## config.mk

```make
export PLATFORM = sky130hd
export DESIGN_NAME = hps_frame_sequencer
export DESIGN_NICKNAME = d
export VERILOG_FILES = /design/src/rtl/hps_frame_sequencer.sv
export SDC_FILE = /design/constraint.sdc
export NUM_CORES = 1
export LEC_CHECK = 0
export ABC_AREA = 1
export CORE_ASPECT_RATIO = 1.4
export CORE_MARGIN = 2
export CORE_UTILIZATION = 45
export CTS_CLUSTER_SIZE = 40
export DETAILED_ROUTE_END_ITERATION = 10
export GPL_ROUTABILITY_DRIVEN = 0
export MAX_ROUTING_LAYER = met4
export PLACE_DENSITY = 0.68
export SYNTH_ARGS = -nofsm -noshare
export SYNTH_HDL_FRONTEND = slang
export SYNTH_SLANG_ARGS = --single-unit
```

## constraint.sdc

```tcl
create_clock -name iCLK -period 4.7 [get_ports iCLK]
set_input_delay 1.41 -clock iCLK [delete_from_list [all_inputs] [get_ports iCLK]]
set_output_delay 1.41 -clock iCLK [all_outputs]
set_load 0.02 [all_outputs]
```

## src/rtl/hps_frame_sequencer.sv

```systemverilog
// Purpose: sequence one still-frame capture and serve its pixels to the HPS over a 4-phase REQ/ACK handshake.
// Latency: ACK rises on the 4th iCLK edge after REQ is first sampled high, and falls on the 3rd edge after REQ is sampled low.
// Backpressure: the HPS paces every pixel; one read strobe is issued per handshake, however long REQ is held.
module hps_frame_sequencer #(
  parameter int H_ACTIVE       = 640,
  parameter int V_ACTIVE       = 480,
  parameter int SKIP_FRAMES    = 2,
  parameter int LOAD_CYCLES    = 8,
  parameter int TIMEOUT_CYCLES = 50000000
) (
  input  logic        iCLK,
  input  logic        iRST_N,
  input  logic        iHPS_START,
  input  logic        iHPS_REQ,
  input  logic [31:0] iFRAME_CONT,
  input  logic [15:0] iRD_DATA,
  output logic        oCAP_START,
  output logic        oCAP_END,
  output logic        oRD_LOAD,
  output logic        oRD_REQ,
  output logic [7:0]  oPIX_DATA,
  output logic        oHPS_ACK,
  output logic [9:0]  oROW,
  output logic [9:0]  oCOL,
  output logic [2:0]  oSTATE,
  output logic        oDONE,
  output logic        oERR
);

  typedef enum logic [2:0] {
    S_IDLE     = 3'd0,
    S_ARM      = 3'd1,
    S_CAPTURE  = 3'd2,
    S_LOAD     = 3'd3,
    S_REQ_WAIT = 3'd4,
    S_FETCH    = 3'd5,
    S_ACK_HOLD = 3'd6,
    S_DONE     = 3'd7
  } state_t;

  localparam int TW = $clog2(TIMEOUT_CYCLES + 1);
  localparam int LW = $clog2(LOAD_CYCLES + 1);

  localparam logic [TW-1:0] TIMER_LAST = TW'(TIMEOUT_CYCLES - 1);
  localparam logic [LW-1:0] LOAD_LAST  = LW'(LOAD_CYCLES - 1);
  localparam logic [9:0]    COL_LAST   = 10'(H_ACTIVE - 1);
  localparam logic [9:0]    ROW_LAST   = 10'(V_ACTIVE - 1);
  localparam logic [31:0]   SKIP_W     = 32'(SKIP_FRAMES);

  state_t          state_q, state_d;
  logic            start_s1_q, start_s1_d;
  logic            start_s2_q, start_s2_d;
  logic            start_prev_q, start_prev_d;
  logic            req_s1_q, req_s1_d;
  logic            req_s2_q, req_s2_d;
  logic [31:0]     f0_q, f0_d;
  logic [TW-1:0]   timer_q, timer_d;
  logic [LW-1:0]   load_cnt_q, load_cnt_d;
  logic            cap_start_q, cap_start_d;
  logic            cap_end_q, cap_end_d;
  logic            rd_load_q, rd_load_d;
  logic            rd_req_q, rd_req_d;
  logic [7:0]      pix_q, pix_d;
  logic            ack_q, ack_d;
  logic [9:0]      row_q, row_d;
  logic [9:0]      col_q, col_d;
  logic            done_q, done_d;
  logic            err_q, err_d;

  logic            start_edge;
  logic            abort;
  logic [31:0]     frame_delta;
  logic            frame_stored;
  logic            last_pixel;

  // The upper byte of the read port carries nothing we serve.
  logic            unused_rd_hi;
  assign unused_rd_hi = ^iRD_DATA[15:8];

  assign start_edge   = start_s2_q & ~start_prev_q;
  assign abort        = ~start_s2_q;
  // Modular difference keeps the check correct across the 32-bit counter wrap.
  assign frame_delta  = iFRAME_CONT - f0_q;
  assign frame_stored = (frame_delta >= SKIP_W);
  assign last_pixel   = (row_q == ROW_LAST) && (col_q == COL_LAST);

  // Next-state and registered-output decisions for the whole transaction.
  always_comb begin
    state_d      = state_q;
    start_s1_d   = iHPS_START;
    start_s2_d   = start_s1_q;
    start_prev_d = start_s2_q;
    req_s1_d     = iHPS_REQ;
    req_s2_d     = req_s1_q;
    f0_d         = f0_q;
    timer_d      = timer_q;
    load_cnt_d   = load_cnt_q;
    cap_start_d  = 1'b0;
    cap_end_d    = 1'b0;
    rd_load_d    = rd_load_q;
    rd_req_d     = 1'b0;
    pix_d        = pix_q;
    ack_d        = ack_q;
    row_d        = row_q;
    col_d        = col_q;
    done_d       = done_q;
    err_d        = err_q;

    unique case (state_q)
      S_IDLE: begin
        if (start_edge) begin
          state_d     = S_ARM;
          cap_start_d = 1'b1;
          err_d       = 1'b0;
        end
      end

      S_ARM: begin
        if (abort) begin
          state_d   = S_IDLE;
          cap_end_d = 1'b1;
        end else begin
          state_d = S_CAPTURE;
          f0_d    = iFRAME_CONT;
          timer_d = '0;
        end
      end

      S_CAPTURE: begin
        if (abort) begin
          state_d   = S_IDLE;
          cap_end_d = 1'b1;
        end else if (frame_stored) begin
          state_d    = S_LOAD;
          cap_end_d  = 1'b1;
          rd_load_d  = 1'b1;
          load_cnt_d = '0;
        end else if (timer_q == TIMER_LAST) begin
          state_d   = S_IDLE;
          cap_end_d = 1'b1;
          err_d     = 1'b1;
        end else begin
          timer_d = timer_q + 1'b1;
        end
      end

      S_LOAD: begin
        if (abort) begin
          state_d   = S_IDLE;
          rd_load_d = 1'b0;
          row_d     = '0;
          col_d     = '0;
        end else if (load_cnt_q == LOAD_LAST) begin
          state_d   = S_REQ_WAIT;
          rd_load_d = 1'b0;
          row_d     = '0;
          col_d     = '0;
        end else begin
          load_cnt_d = load_cnt_q + 1'b1;
        end
      end

      S_REQ_WAIT: begin
        if (abort) begin
          state_d = S_IDLE;
          row_d   = '0;
          col_d   = '0;
        end else if (req_s2_q) begin
          state_d  = S_FETCH;
          rd_req_d = 1'b1;
        end
      end

      S_FETCH: begin
        if (abort) begin
          state_d = S_IDLE;
          row_d   = '0;
          col_d   = '0;
        end else begin
          // Byte is captured on the way into ACK_HOLD and held until the next fetch.
          state_d = S_ACK_HOLD;
          pix_d   = iRD_DATA[7:0];
          ack_d   = 1'b1;
        end
      end

      S_ACK_HOLD: begin
        if (abort) begin
          state_d = S_IDLE;
          ack_d   = 1'b0;
          row_d   = '0;
          col_d   = '0;
        end else if (!req_s2_q) begin
          ack_d = 1'b0;
          if (last_pixel) begin
            state_d = S_DONE;
            done_d  = 1'b1;
          end else begin
            state_d = S_REQ_WAIT;
            if (col_q == COL_LAST) begin
              col_d = '0;
              row_d = row_q + 1'b1;
            end else begin
              col_d = col_q + 1'b1;
            end
          end
        end
      end

      S_DONE: begin
        ack_d = 1'b0;
        if (abort) begin
          state_d = S_IDLE;
          done_d  = 1'b0;
          row_d   = '0;
          col_d   = '0;
        end
      end

      default: state_d = S_IDLE;
    endcase
  end

  // State, synchronisers and every output register; synchronous active-low reset.
  always_ff @(posedge iCLK) begin
    if (!iRST_N) begin
      state_q      <= S_IDLE;
      start_s1_q   <= 1'b0;
      start_s2_q   <= 1'b0;
      start_prev_q <= 1'b0;
      req_s1_q     <= 1'b0;
      req_s2_q     <= 1'b0;
      f0_q         <= '0;
      timer_q      <= '0;
      load_cnt_q   <= '0;
      cap_start_q  <= 1'b0;
      cap_end_q    <= 1'b0;
      rd_load_q    <= 1'b0;
      rd_req_q     <= 1'b0;
      pix_q        <= '0;
      ack_q        <= 1'b0;
      row_q        <= '0;
      col_q        <= '0;
      done_q       <= 1'b0;
      err_q        <= 1'b0;
    end else begin
      state_q      <= state_d;
      start_s1_q   <= start_s1_d;
      start_s2_q   <= start_s2_d;
      start_prev_q <= start_prev_d;
      req_s1_q     <= req_s1_d;
      req_s2_q     <= req_s2_d;
      f0_q         <= f0_d;
      timer_q      <= timer_d;
      load_cnt_q   <= load_cnt_d;
      cap_start_q  <= cap_start_d;
      cap_end_q    <= cap_end_d;
      rd_load_q    <= rd_load_d;
      rd_req_q     <= rd_req_d;
      pix_q        <= pix_d;
      ack_q        <= ack_d;
      row_q        <= row_d;
      col_q        <= col_d;
      done_q       <= done_d;
      err_q        <= err_d;
    end
  end

  assign oCAP_START = cap_start_q;
  assign oCAP_END   = cap_end_q;
  assign oRD_LOAD   = rd_load_q;
  assign oRD_REQ    = rd_req_q;
  assign oPIX_DATA  = pix_q;
  assign oHPS_ACK   = ack_q;
  assign oROW       = row_q;
  assign oCOL       = col_q;
  assign oSTATE     = state_q;
  assign oDONE      = done_q;
  assign oERR       = err_q;

endmodule

```

After elaboration in Yosys (flattened, before gate mapping)
Index checks and enable logic that the tools add are counted.
{ "totals": {"ff_bits": 105, "inputBits": 52, "output_inout_bits": 38, "elab_cells": 145} }
{ "op_classes": {"addsub": 5, "n_lt_le_gt_ge": 1, "eq_ne": 32, "muxes": 64, "bitwise_logic": 2, "n_reduce_logical": 22} }
{ "op_table": {"columns": ["operator", "n"], "rows": [
  ["2-to-1 mux 10 bit", 11],
  ["2-to-1 mux 26 bit", 4],
  ["one-hot mux 10 bit (3 select lines)", 2],
  ["one-hot mux 26 bit (2 select lines)", 1],
  ["2-to-1 mux 3 bit", 12],
  [">= comparator 32 x 2 -> 1 bit (second input constant)", 1],
  ["subtractor 32 bit", 1],
  ["!= test 2 bit (second input constant)", 15],
  ["adder 26 x 1 -> 26 bit (second input constant)", 1],
  ["equality test 26 bit (second input constant)", 1],
  ["AND reduction 5 bit", 5],
  ["one-hot mux 3 bit (8 select lines)", 1],
  ["2-to-1 mux 1 bit", 21],
  ["adder 10 x 1 -> 10 bit (second input constant)", 2],
  ["2-to-1 mux 4 bit", 4],
  ["!= test 3 bit (second input constant)", 5],
  ["equality test 3 bit (second input constant)", 4],
  ["AND reduction 6 bit", 2],
  ["equality test 10 bit (second input constant)", 1],
  ["equality test 10 x 9 -> 1 bit (second input constant)", 1],
  ["one-hot mux 1 bit (2 select lines)", 4],
  ["one-hot mux 4 bit (2 select lines)", 1],
  ["nonzero test 2 bit", 4],
  ["equality test 3 x 2 -> 1 bit (second input constant)", 2],
  ["15 further kinds", 20]
]} }

Depth between registers and ports, before layout
Gate-level depths: netlist of the first run.
{ "depth": {"ltp_word": 6, "depth_mapped": 23, "depth_no_buf": 23} }

Worst setup path before layout of the first run
Ideal clock, no wire load.
{ "synth_timing": {"kind": "input to register", "startpoint": "input iFRAME_CONT[0]", "endpoint": "register timer_q[17]", "setup_ns": 0.132, "arrival_ns": 3.646, "t_required_ns": 4.568, "path_slack_ns": 0.921, "stages": 22, "path_buffers": 1, "cell_sequence": "inv_1 > ha_1 > fa_1 > inv_1 > nand2_1 > nand2_1 > nand3_1 > nand2_2 > nand2_1 > nand3_1 > nand2_1 > nor2_1 > nand2_1 > nor2_1 > nand3_2 > nor2_4 > nand2_2 > nand2_4 > nand3_4 > buf_2 > nand2_1 > a21oi_1"} }
{ "synth_via": {"elab_chain_len": 4} }
{ "synth_lines": {"columns": ["item", "line", "source"], "rows": [
  ["start, declared", "15", "input logic [31:0] iFRAME_CONT,"],
  ["subtractor 32 bit", "83", "assign frame_delta = iFRAME_CONT - f0_q;"],
  [">= comparator 32 x 2 -> 1 bit", "84", "assign frame_stored = (frame_delta >= SKIP_W);"],
  ["!= test 2 bit (no source line)", null, null],
  ["AND reduction 5 bit (no source line)", null, null],
  ["end signal, assigned", "254", "timer_q <= timer_d;"],
  ["end, declared", "57", "logic [TW-1:0] timer_q, timer_d;"]
]} }
Every way passes these cells.
A chain may end at the register's enable or synchronous reset.

Final worst setup path of the first run
{ "layout_timing": {"startpoint": "input iFRAME_CONT[0]", "endpoint": "register timer_q[7]"} }
Same word-level chain as after synthesis.

==> results of run 1 <==
[critical path, cell delays in order]
cell and delay [ns]:
clkdlybuf4s50_1 0.52, inv_1 0.06, ha_1 0.25, fa_1 0.37, inv_1 0.10, nand2_1 0.07, nand2_1 0.12, nand3_1 0.12
nand2_1 0.11, nand2_1 0.07, nand2_1 0.10, nand2_1 0.08, nand3_1 0.09, nand3_1 0.08, nor2_1 0.11, nand2_1 0.11
nor2_4 0.14, nand2_2 0.09, nand2_4 0.09, nand3_4 0.08, buf_4 0.24, nand2_1 0.07, a21oi_1 0.06
[final timing paths]
check / slack [ns] / end / depth (start not counted) / from
hold reg to reg: 0.42 / start_prev_d$_SDFF_PN0_ / 2 / start_s1_q$_SDFF_PN0_
setup reg to reg: 1.71 / timer_q[7]$_SDFFE_PN0P_ / 21 / f0_q[0]$_SDFFE_PN0P_
setup / recovery: 0.37 / timer_q[7]$_SDFFE_PN0P_ / 23 / iFRAME_CONT[0]
hold / removal: 0.42 / start_prev_d$_SDFF_PN0_ / 2 / start_s1_q$_SDFF_PN0_
[per-stage QoR]
stage,TNS [ns],worst slack (ns),hold WS (ns)
detailed placement,-2.43,-0.145,0.402
CTS,0,0.239,0.414
global placement,-1.56,-0.0964,0.397
floorplan,0,0.921,0.390
finish,0,0.366,0.418
global route,0,0.0110,0.454
[cell type report]
type                            instances  area [um2]
Clock inverter                          6        48.8
Multi-Input combinational cell        967        4790
Inverter                              237         890
Fill cell                            1875        7920
Timing Repair Buffer                  101         976
Sequential cell                       105        2100
Clock buffer                           10         239
Tap cell                              236         295
[flip-flops by register name, indices dropped and copies added (netlist names), 3 cells and up]
register and flops:
timer_q 26, oSTATE 3, load_cnt_q 4, oPIX_DATA 8, oCOL 10, f0_q 32, oROW 10
[report_power, final]
part	internal (uW)	switching, uW
Clock	381	376
Sequential	930	41.0
Combinational	306	524
[synthesized netlist by cell type]
master    number  share of area
nand2_4        2         0.0029
o21ai_2        1         0.0011
ha_1          35          0.055
o21ai_0       62          0.039
fa_1           1         0.0025
o21bai_1       1        0.00095
or2_2          1        0.00079
nor3b_1        3         0.0029
nor2_2        13          0.010
a211oi_1       6         0.0057
clkbuf_1      22          0.010
o31ai_1        1        0.00095
buf_4          2         0.0019
inv_2         11         0.0052
o21a_1         1        0.00095
nor3_1        32          0.020
and2_1         3         0.0024
nand3_1       73          0.046
dfxtp_1      105           0.27
nor4_1         6         0.0048
nand4_1       58          0.046
xnor2_1        3         0.0033
nand3_2        5         0.0063
nand3b_1       3         0.0029
a21oi_1      107          0.068
nor2_4         1         0.0014
nand2_1      372           0.18
inv_1        223           0.11
nor2_1       139          0.066
buf_6          1         0.0014
nand3_4        1         0.0022
clkinv_1       3         0.0014
buf_2          2         0.0013
and3_1         5         0.0040
nand2_2       12         0.0095
o2111a_1       1         0.0014
xor2_1        19          0.021
[per-layer routing]
| metal | GRT usage | up-vias |
|---|---|---|
| li1 | - | 4428 |
| met1 | 0.266 | 3657 |
| met2 | 0.441 | 169 |
| met3 | 0.0358 | 56 |
| met4 | 0.103 | 0 |
| met5 | - | - |
[timing repair]
| action | CTS | global route |
|---|---|---|
| gates resized for setup | 0 | 3 |
| setup endpoints to repair | 0 | 26 |
| hold buffers | 0 | 0 |
[logic make-up after synthesis]
family / synth area share
fa+ha+maj: 0.0580
simple gates: 0.406
buf+inv: 0.128
flops: 0.266
compound gates: 0.118
xor+xnor: 0.0244
==> key figures, run 1 <==
Place
  – Cell Count Post-Placement: between 1500 and 2000
  – DP HPWL: between 15000 and 20000 um
  – Placed Area: approximately 9000 um2
  – IO Port Bufs: 81

Global routing
  – Largest net degree at the start of global routing: 64
  – Gr ovfl total: 0
  – Initial antenna violation count: 0
  – Vias in the first global route: 7942
  – First-pass GRT wire length: 36100 um
  – GRT Total Usage: 0.246

CTS
  – CTS max path bufs: 2
  – TritonCTS clock tree: done
  – # H-tree levels: 3
  – Clk slew on worst S/H paths: roughly 0.070 ns
  – Worst skew pair latency: about 0.36 ns
  – Setup bufs post-CTS: 0
  – CTS Buf Count: 9
  – Root buffer cell: clkbuf_16
  – Sinks on Clock Net: around 110

Routing
  – Vias per Instance: around 5.0
  – Final WL: between 20000 and 25000 um
  – DRC violation count after routing: 0
  – Initial DRC count: between 400 and 500
  – Post-detailed-route count of antenna-violating nets: 0
  – WL met2: 11000 um
  – WL met1: about 9000 um
  – DRT Pass-1 Iters: 5
  – Vias: ~8300
  – Met3 routed WL: 693 um
  – Top Metal Used: met4
  – WL per Instance: around 13 um

Die
  – Die area: about 19000 um2
  – DIE HEIGHT: 161 um
  – Die Width: ~120 um
  – Core Rows: between 50 and 60
  – I/O Pins: 90
  – Core Footprint: between 15000 and 20000 um2
  – Initial core utilization: 0.458

Pwr
  – Tot Pwr: roughly 2600 uW
  – Worst VDD drop: 160 uV
  – Pwr dens: ~270 nW/um2
  – Leakage power: between 0.004 and 0.005 uW

Critical path
  – CP Data Required Time: about 4.9 ns
  – CP startpoint kind: primary input
  – Crit path kind: in -> reg
  – Critical Path Sink Type: flip-flop
  – CP max FO: 14
  – Worst Path Arrival: 4.55 ns

Finish
  – Final instance area: a little over 9000 um2
  – Synthesis-to-finish area growth: 18.3%
  – N_diodes: 0
  – Final Util: 0.541
  – Most frequent cells in the layout: nand2_1, inv_1, nor2_1, a21oi_1, dfxtp_1
  – Commonest non-fill, non-tap cell in the layout: nand2_1
  – Layout cells sized above 1: 0.0603
  – Final cell count without fillers: between 1500 and 2000
  – Final nets: 1509

Logic synthesis
  – Yosys warns: 0
  – Number of synthesized register bits: around 110
  – Synth Cell Area: 7900 um2
  – Syn Inst Count: approximately 1300
  – Syn Nets: roughly 1400
  – Seq/Total Area, Yosys: 0.266
  – Netlist cell types: 37
  – Synth Area per Inst: 5.91 um2

Timing
  – Achievable Freq: 231 MHz
  – Clock skew: between 0.01 and 0.015 ns
  – RSZ-0062 raised after global routing: false
  – Slew Viols, Final: 0
  – Rel. slew slack: 0.323
  – Worst Tran Pin Value: around 1 ns
  – Final setup fails: 0
  – Tmin final: ~4.3 ns
  – Crit share post-route: 0.922
  – Fin. Hold Viols: 0

Hold path
  – Hold Path Class: reg -> reg

Run status
  – Result of the run: finished, final reports clean

Flow run
  – Number of max-cap violations: 0
No activity file was read; power rests on OpenSTA's default activity.
==> run 2: changes to the inputs <==
--- a/config.mk
+++ b/config.mk
@@ -10,4 +10,5 @@
 export CORE_MARGIN = 2
 export CORE_UTILIZATION = 45
+export CTS_CLUSTER_DIAMETER = 60
 export CTS_CLUSTER_SIZE = 40
 export DETAILED_ROUTE_END_ITERATION = 10
==> constraint.sdc (replaced) <==
create_clock -name iCLK -period 4.7 [get_ports iCLK]
set_input_delay 0.94 -clock iCLK [delete_from_list [all_inputs] [get_ports iCLK]]
set_output_delay 0.94 -clock iCLK [all_outputs]
set_load 0.02 [all_outputs]
==> run 2 against run 1 <==
Effect of this change:
- register-to-register slack got worse by 0.10 ns
- first-iteration DRC count increased by 1.4%
- clock power increased by 0.8%
- global-route usage increased by 0.27 points
- largest cell class unchanged
- combinational power decreased by 1%
==> key figures, run 2 (same netlist as run 1, synthesis figures left out) <==
Global routing
  – Largest net degree at the start of global routing: 63 (-1.6%)
  – GRT Total Usage: 0.248 (+0.00269)
  – Initial antenna violation count: 0 (unchanged)
  – Gr ovfl total: 0 (unchanged)
  – Vias in the first global route: 8056 (+1.4%)
  – First-pass GRT wire length: 36500 um (+1.1%)

Die
  – DIE HEIGHT: 161 um (unchanged)
  – Core Footprint: 17300 um2 (unchanged)
  – I/O Pins: 90 (unchanged)
  – Initial core utilization: 0.458 (unchanged)
  – Die area: 18600 um2 (unchanged)
  – Core Rows: 57 (unchanged)
  – Die Width: 116 um (unchanged)

Timing
  – Worst Tran Pin Value: 1.01 ns (-0.00683 ns)
  – Tmin final: 3.98 ns (-0.351 ns)
  – Fin. Hold Viols: 0 (unchanged)
  – Rel. slew slack: 0.328 (+0.00456)
  – Crit share post-route: 0.847 (-0.0747)
  – Clock skew: 0.0144 ns (+0.00350 ns)
  – Achievable Freq: 251 MHz (+8.8%)
  – Final setup fails: 0 (unchanged)
  – RSZ-0062 raised after global routing: false
  – Slew Viols, Final: 0 (unchanged)
  – Setup TNS: 0 ns (unchanged)

Pwr
  – Leakage power: 0.00411 uW (-1.6%)
  – Worst VDD drop: 173 uV (+7.8%)
  – Pwr dens: 277 nW/um2 (+0.99%)

CTS
  – TritonCTS clock tree: done
  – Worst skew pair latency: 0.36 ns (about the same)
  – CTS max path bufs: 2 (unchanged)
  – Post-CTS Resized: 0 (unchanged)
  – Root buffer cell: clkbuf_16
  – Setup bufs post-CTS: 0 (unchanged)
  – CTS Buf Count: 9 (unchanged)
  – # H-tree levels: 3 (unchanged)
  – Clk slew on worst S/H paths: 0.07 ns (about the same)
  – Hold_buf cts: 0 (unchanged)
  – Sinks on Clock Net: 105 (unchanged)

Routing
  – DRC violation count after routing: 0 (unchanged)
  – Final WL: 21900 um (+2.3%)
  – Vias per Instance: 5.10 (+2.0%)
  – WL per Instance: 13.3 um (+3.2%)
  – Post-detailed-route count of antenna-violating nets: 0 (unchanged)
  – Vias: 8402 (+1.1%)
  – DRT Pass-1 Iters: 5 (unchanged)
  – Initial DRC count: 442 (+1.4%)

Finish
  – Largest regs: f0_q x32, timer_q x26
  – Most flop-heavy register: f0_q
  – Final nets: 1495 (-0.93%)
  – Max reg flops: 32 (unchanged)
  – Most frequent cells in the layout: nand2_1, inv_1, nor2_1, a21oi_1, dfxtp_1
  – Commonest non-fill, non-tap cell in the layout: nand2_1
  – Synthesis-to-finish area growth: 16.9%
  – Fillcell total: 1887 (+0.64%)
  – N_diodes: 0 (unchanged)
  – Layout cells sized above 1: 0.0496 (-0.0107)
  – Final cell count without fillers: 1648 (-0.84%)

Critical path
  – Worst Path Arrival: 4.26 ns (-0.29 ns)
  – Critical path's top delay family: simple AND/OR/NAND/NOR gates
  – Critical Path Sink Type: flip-flop
  – Reg2Reg Depth: 20 (-4.8%)
  – Crit-path max cell delay: 0.53 ns (about the same)
  – Buf/Inv on CP: 4 (unchanged)
  – Reg-to-reg setup timing slack: 1.61 ns (-0.10 ns)
  – CP most frequent cell: nand2_1
  – CP max FO: 15 (+1)
  – Worst flop-to-flop path startpoint: f0_q[0]$_SDFFE_PN0P_
  – Critical path, cell by cell: clkdlybuf4s50_1, inv_1, ha_1, fa_1, inv_1, nand2_1, nand2_1, nand3_1, nand2_1, nand2_1, nand2_1, nand2_1, nand3_1, nand3_1, nor2_1, nand2_1, nor2_4, nand2_2, nand2_4, buf_4, nand4_1, a21oi_1
  – CP Data Required Time: 4.97 ns (+0.06 ns)
  – Crit path kind: in -> reg
  – CP max-delay cell: clkdlybuf4s50_1
  – CP startpoint kind: primary input
  – FF-to-FF End: timer_q[11]$_SDFFE_PN0P_

Hold path
  – WHS Endpoint: oCAP_START$_SDFF_PN0_
  – Hold depth: 1 (-1)
  – Hold Path Class: reg -> reg
  – Worst Hold Launch: start_prev_q$_SDFF_PN0_

Run status
  – Result of the run: finished, final reports clean

Flow run
  – Number of max-cap violations: 0 (unchanged)

Place
  – Cell Count Post-Placement: 1632 (-0.85%)
  – IO Port Bufs: 81 (unchanged)
  – DP HPWL: 17000 um (+0.16%)
run 2: cell count changes in the layout (fill, tap and decap cells not counted), sizes merged:
cell      previous run  this run
clkbuf              10        11
clkinvlp             2         1
clkinv               5         6
buf                 21         7
inv                236       235
run 2: metrics by stage:
stage | utilization | instance area, um2 | worst slack, ns | hold WS [ns] | power [uW]
3_3_place_gp | 0.518 | 8940 | 0.407 | 0.400 | 1790
3_5_place_dp | 0.518 | 8940 | 0.373 | 0.407 | 1800
6_report | 0.535 | 9230 | 0.717 | 0.427 | 2550
5_1_grt | 0.535 | 9230 | 0.398 | 0.451 | 2720
2_1_floorplan | - | 7900 | 1.39 | 0.390 | 1560
4_1_cts | 0.535 | 9230 | 0.698 | 0.419 | 2570
run 2: worst register-to-register path, cell delays in order (launching register included):
cell     delay [ns]
dfxtp_1        0.31
ha_1           0.21
fa_1           0.36
inv_1          0.12
nand2_1        0.08
nand2_1        0.12
nand3_1        0.12
nand2_1        0.12
nand2_1        0.08
nand2_1        0.09
nand2_1        0.08
nand3_1        0.12
nand3_1        0.09
nor2_1         0.12
nand2_1        0.10
nor2_4         0.15
nand2_2        0.09
nand2_4        0.09
buf_4          0.22
nand4_1        0.10
a21oi_1        0.22
run 2: how the worst max path moves through the flow:
stage,from,end,slack [ns],cells after the start
after CTS,iFRAME_CONT[0],timer_q[11]$_SDFFE_PN0P_,0.70,22
after detailed placement,iFRAME_CONT[0],timer_q[8]$_SDFFE_PN0P_,0.37,22
after global routing,iFRAME_CONT[0],timer_q[11]$_SDFFE_PN0P_,0.40,22
final,iFRAME_CONT[0],timer_q[11]$_SDFFE_PN0P_,0.72,22
after global placement,iFRAME_CONT[0],timer_q[3]$_SDFFE_PN0P_,0.41,22
after floorplan,iFRAME_CONT[0],timer_q[17]$_SDFFE_PN0P_,1.39,22
run 2: area by class of cell:
class                   instances  area, um2  share of cell area
multi-input cells             967       4790               0.519
repair buffers                 87        863              0.0935
well taps                     236        295              0.0320
clock inverters                 5       50.0             0.00542
clock buffers                  11        243              0.0263
flip-flops and latches        105       2100               0.228
inverters                     237        890              0.0964
run 2: per-layer routing:
layer	vias to the layer above	track usage	routed length (um)
met4	0	0.121	901
li1	4403	-	-
met1	3747	0.268	9110
met5	-	-	0
met3	68	0.0332	706
met2	184	0.440	11100
run 2: where the power goes:
part           total (uW)  switching, uW  leakage [uW]  internal (uW)
combinational         818            526       0.00312            292
clock                 763            380      0.000139            384
sequential            972           41.4      0.000848            930
total                2550            948       0.00411           1610
==> run 3: changes to the inputs <==
- clock period: 4.7 -> 3.8 ns (I/O delays scaled with it)
==> run 3 against run 2 <==
Effect of this change:
- worst setup slack got worse by 0.31 ns
- first-iteration DRC count increased by 0.90%
- critical endpoint is now timer_q[20]$_SDFFE_PN0P_
- highest routed layer unchanged
- largest cell class unchanged
- non-clock buffer count grew 45
- largest power group unchanged
- critical path type unchanged
==> key figures, run 3 (same netlist as run 1, synthesis figures left out) <==
Global routing
  – Met1 usage in global routing: 0.269 (+0.000342)
  – Met2 GRT Util: 0.450 (+0.0101)
  – Largest net degree at the start of global routing: 63 (unchanged)
  – Vias in the first global route: 8129 (+0.91%)
  – Most used routing layer: met2
  – M3 GR Usage: 0.0309 (-0.00226)
  – GRT Total Usage: 0.251 (+0.00259)
  – Gr ovfl total: 0 (unchanged)
  – Initial antenna violation count: 0 (unchanged)
  – First-pass GRT wire length: 36800 um (+0.62%)

Finish
  – Multi-input gate area: 4830 um2 (+0.86%)
  – Final nets: 1540 (+3.0%)
  – Final instance area: 9650 um2 (+4.5%)
  – Sequential cell area: 2100 um2 (unchanged)
  – Largest regs: f0_q x32, timer_q x26
  – Fillcell total: 1829 (-3.1%)
  – Commonest non-fill, non-tap cell in the layout: nand2_1
  – Most flop-heavy register: f0_q
  – Most frequent cells in the layout: nand2_1, inv_1, nor2_1, a21oi_1, dfxtp_1
  – Synthesis-to-finish area growth: 22.1%
  – Layout cells sized above 1: 0.0851 (+0.0355)
  – Max reg flops: 32 (unchanged)
  – N_diodes: 0 (unchanged)
  – Final cell count without fillers: 1693 (+2.7%)

CTS
  – Sinks on Clock Net: 105 (unchanged)
  – CTS max path bufs: 2 (unchanged)
  – Root buffer cell: clkbuf_16
  – # H-tree levels: 3 (unchanged)
  – Clk slew on worst S/H paths: 0.08 ns (about the same)
  – CTS Buf Count: 9 (unchanged)
  – Post-CTS Resized: 0 (unchanged)
  – Worst skew pair latency: 0.37 ns (about the same)
  – Hold_buf cts: 0 (unchanged)
  – Setup bufs post-CTS: 0 (unchanged)
  – TritonCTS clock tree: done

Pwr
  – Clock share of power: 0.307 (+0.008)
  – Leakage power: 0.00435 uW (+5.9%)
  – Sequential share of power: 0.365 (-0.016)
  – Pwr dens: 341 nW/um2 (+23%)
  – Worst VDD drop: 207 uV (+20%)
  – Sw Ratio: 0.365 (-0.00644)
  – Comb pwr share: 0.328 (+0.008)
  – Int Power: 2090 uW (+30%)
  – NetSw: 1200 uW (+27%)

Timing
  – Tmin final: 3.40 ns
  – Clock skew: 0.0108 ns (-0.00360 ns)
  – Achievable Freq: a little under 300 MHz
  – RSZ-0062 raised after global routing: false
  – Final setup fails: 0 (unchanged)
  – Crit share post-route: 0.894
  – Fin. Hold Viols: 0 (unchanged)
  – Slew Viols, Final: 0 (unchanged)
  – Rel. slew slack: 0.475 (+0.147)
  – Worst Tran Pin Value: 0.780 ns (-0.226 ns)

Place
  – Placed Area: 9280 um2 (+3.8%)
  – IO Port Bufs: 81 (unchanged)
  – DP HPWL: 17200 um (+1.1%)
  – Cell Count Post-Placement: 1677 (+2.8%)

Critical path
  – CP startpoint kind: primary input
  – Critical Path Sink Type: flip-flop
  – Worst Path Arrival: 3.62 ns (-0.64 ns)
  – CP max FO: 14 (-1)
  – Crit-path max cell delay: 0.49 ns (-0.04 ns)
  – Critical path, cell by cell: clkdlybuf4s50_1, inv_1, fa_1, inv_1, nand2_1, nand2_2, nand3_1, nand2_1, nand3_1, nor2_1, nand2_1, nor2_1, nand2_1, nor2_2, nand3_2, nor2_4, nand2_2, nand2_4, nand3_4, buf_6, nand2_1, a21oi_1
  – Crit path kind: in -> reg
  – CP Data Required Time: 4.02 ns (-0.95 ns)
  – CP max-delay cell: clkdlybuf4s50_1
  – CP most frequent cell: nand2_1

Flow run
  – Number of max-cap violations: 0 (unchanged)

Routing
  – WL per Instance: 12.9 um (-2.4%)
  – Post-detailed-route count of antenna-violating nets: 0 (unchanged)
  – DRC violation count after routing: 0 (unchanged)
  – Final WL: 21900 um (+0.29%)
  – Vias per Instance: 5.01 (-1.6%)
  – Initial DRC count: 446 (+0.90%)
  – Vias: 8490 (+1.0%)
  – DRT Pass-1 Iters: 5 (unchanged)

Die
  – Core Rows: 57 (unchanged)
  – Die area: 18600 um2 (unchanged)
  – I/O Pins: 90 (unchanged)
  – Initial core utilization: 0.458 (unchanged)
  – DIE HEIGHT: 161 um (unchanged)
  – Die Width: 116 um (unchanged)
  – Core Footprint: 17300 um2 (unchanged)

Hold path
  – Hold Path Class: reg -> reg

Run status
  – Result of the run: finished, final reports clean
==> run 3: metrics by stage <==
| step | hold WS [ns] | setup TNS, ns | util | total power [uW] | worst slack, ns |
|---|---|---|---|---|---|
| finish | 0.415 | 0 | 0.559 | 3290 | 0.402 |
| global route | 0.457 | 0 | 0.559 | 3500 | 0.113 |
| CTS | 0.421 | 0 | 0.556 | 3310 | 0.107 |
| detailed placement | 0.405 | -8.45 | 0.538 | 2290 | -0.285 |
| global placement | 0.397 | -6.50 | 0.538 | 2280 | -0.226 |
| floorplan | 0.390 | 0 | - | 1930 | 0.671 |
==> run 3: power by group through the flow <==
stage / registers (uW) / clock network, uW / logic [uW]
finish: 1200 / 1010 / 1080
global route: 1210 / 1070 / 1230
CTS: 1200 / 1040 / 1070
detailed placement: 1230 / 0 / 1070
global placement: 1230 / 0 / 1060
floorplan: 1240 / 0 / 692
==> run 3: layer usage <==
layer / vias up / wire, um
met1: 3750 / 8880
met3: 67 / 864
li1: 4485 / -
met2: 188 / 11300
met4: 0 / 896
met5: - / 0
==> run 3: critical path, delay by kind of cell <==
family	cells	cell delay [ns]
compound gates	1	0.06
fa+ha+maj	1	0.41
buf+inv	4	0.81
simple gates	16	1.58
==> run 3: worst paths after layout <==
check / startpoint / cells past startpoint / end / slack, ns
worst min register to register: start_s1_q$_SDFF_PN0_ / 2 / start_prev_d$_SDFF_PN0_ / 0.42
worst min-delay path: start_s1_q$_SDFF_PN0_ / 2 / start_prev_d$_SDFF_PN0_ / 0.42
worst max-delay path: iFRAME_CONT[1] / 22 / timer_q[20]$_SDFFE_PN0P_ / 0.40
worst max register to register: f0_q[0]$_SDFFE_PN0P_ / 20 / timer_q[20]$_SDFFE_PN0P_ / 0.87
==> run 3: final cells by class <==
type / instances / share of cell area
clock buffers: 9 / 0.0233
repair buffers: 132 / 0.126
well taps: 236 / 0.0306
clock inverters: 7 / 0.00921
multi-input cells: 967 / 0.501
flip-flops and latches: 105 / 0.218
inverters: 237 / 0.0922
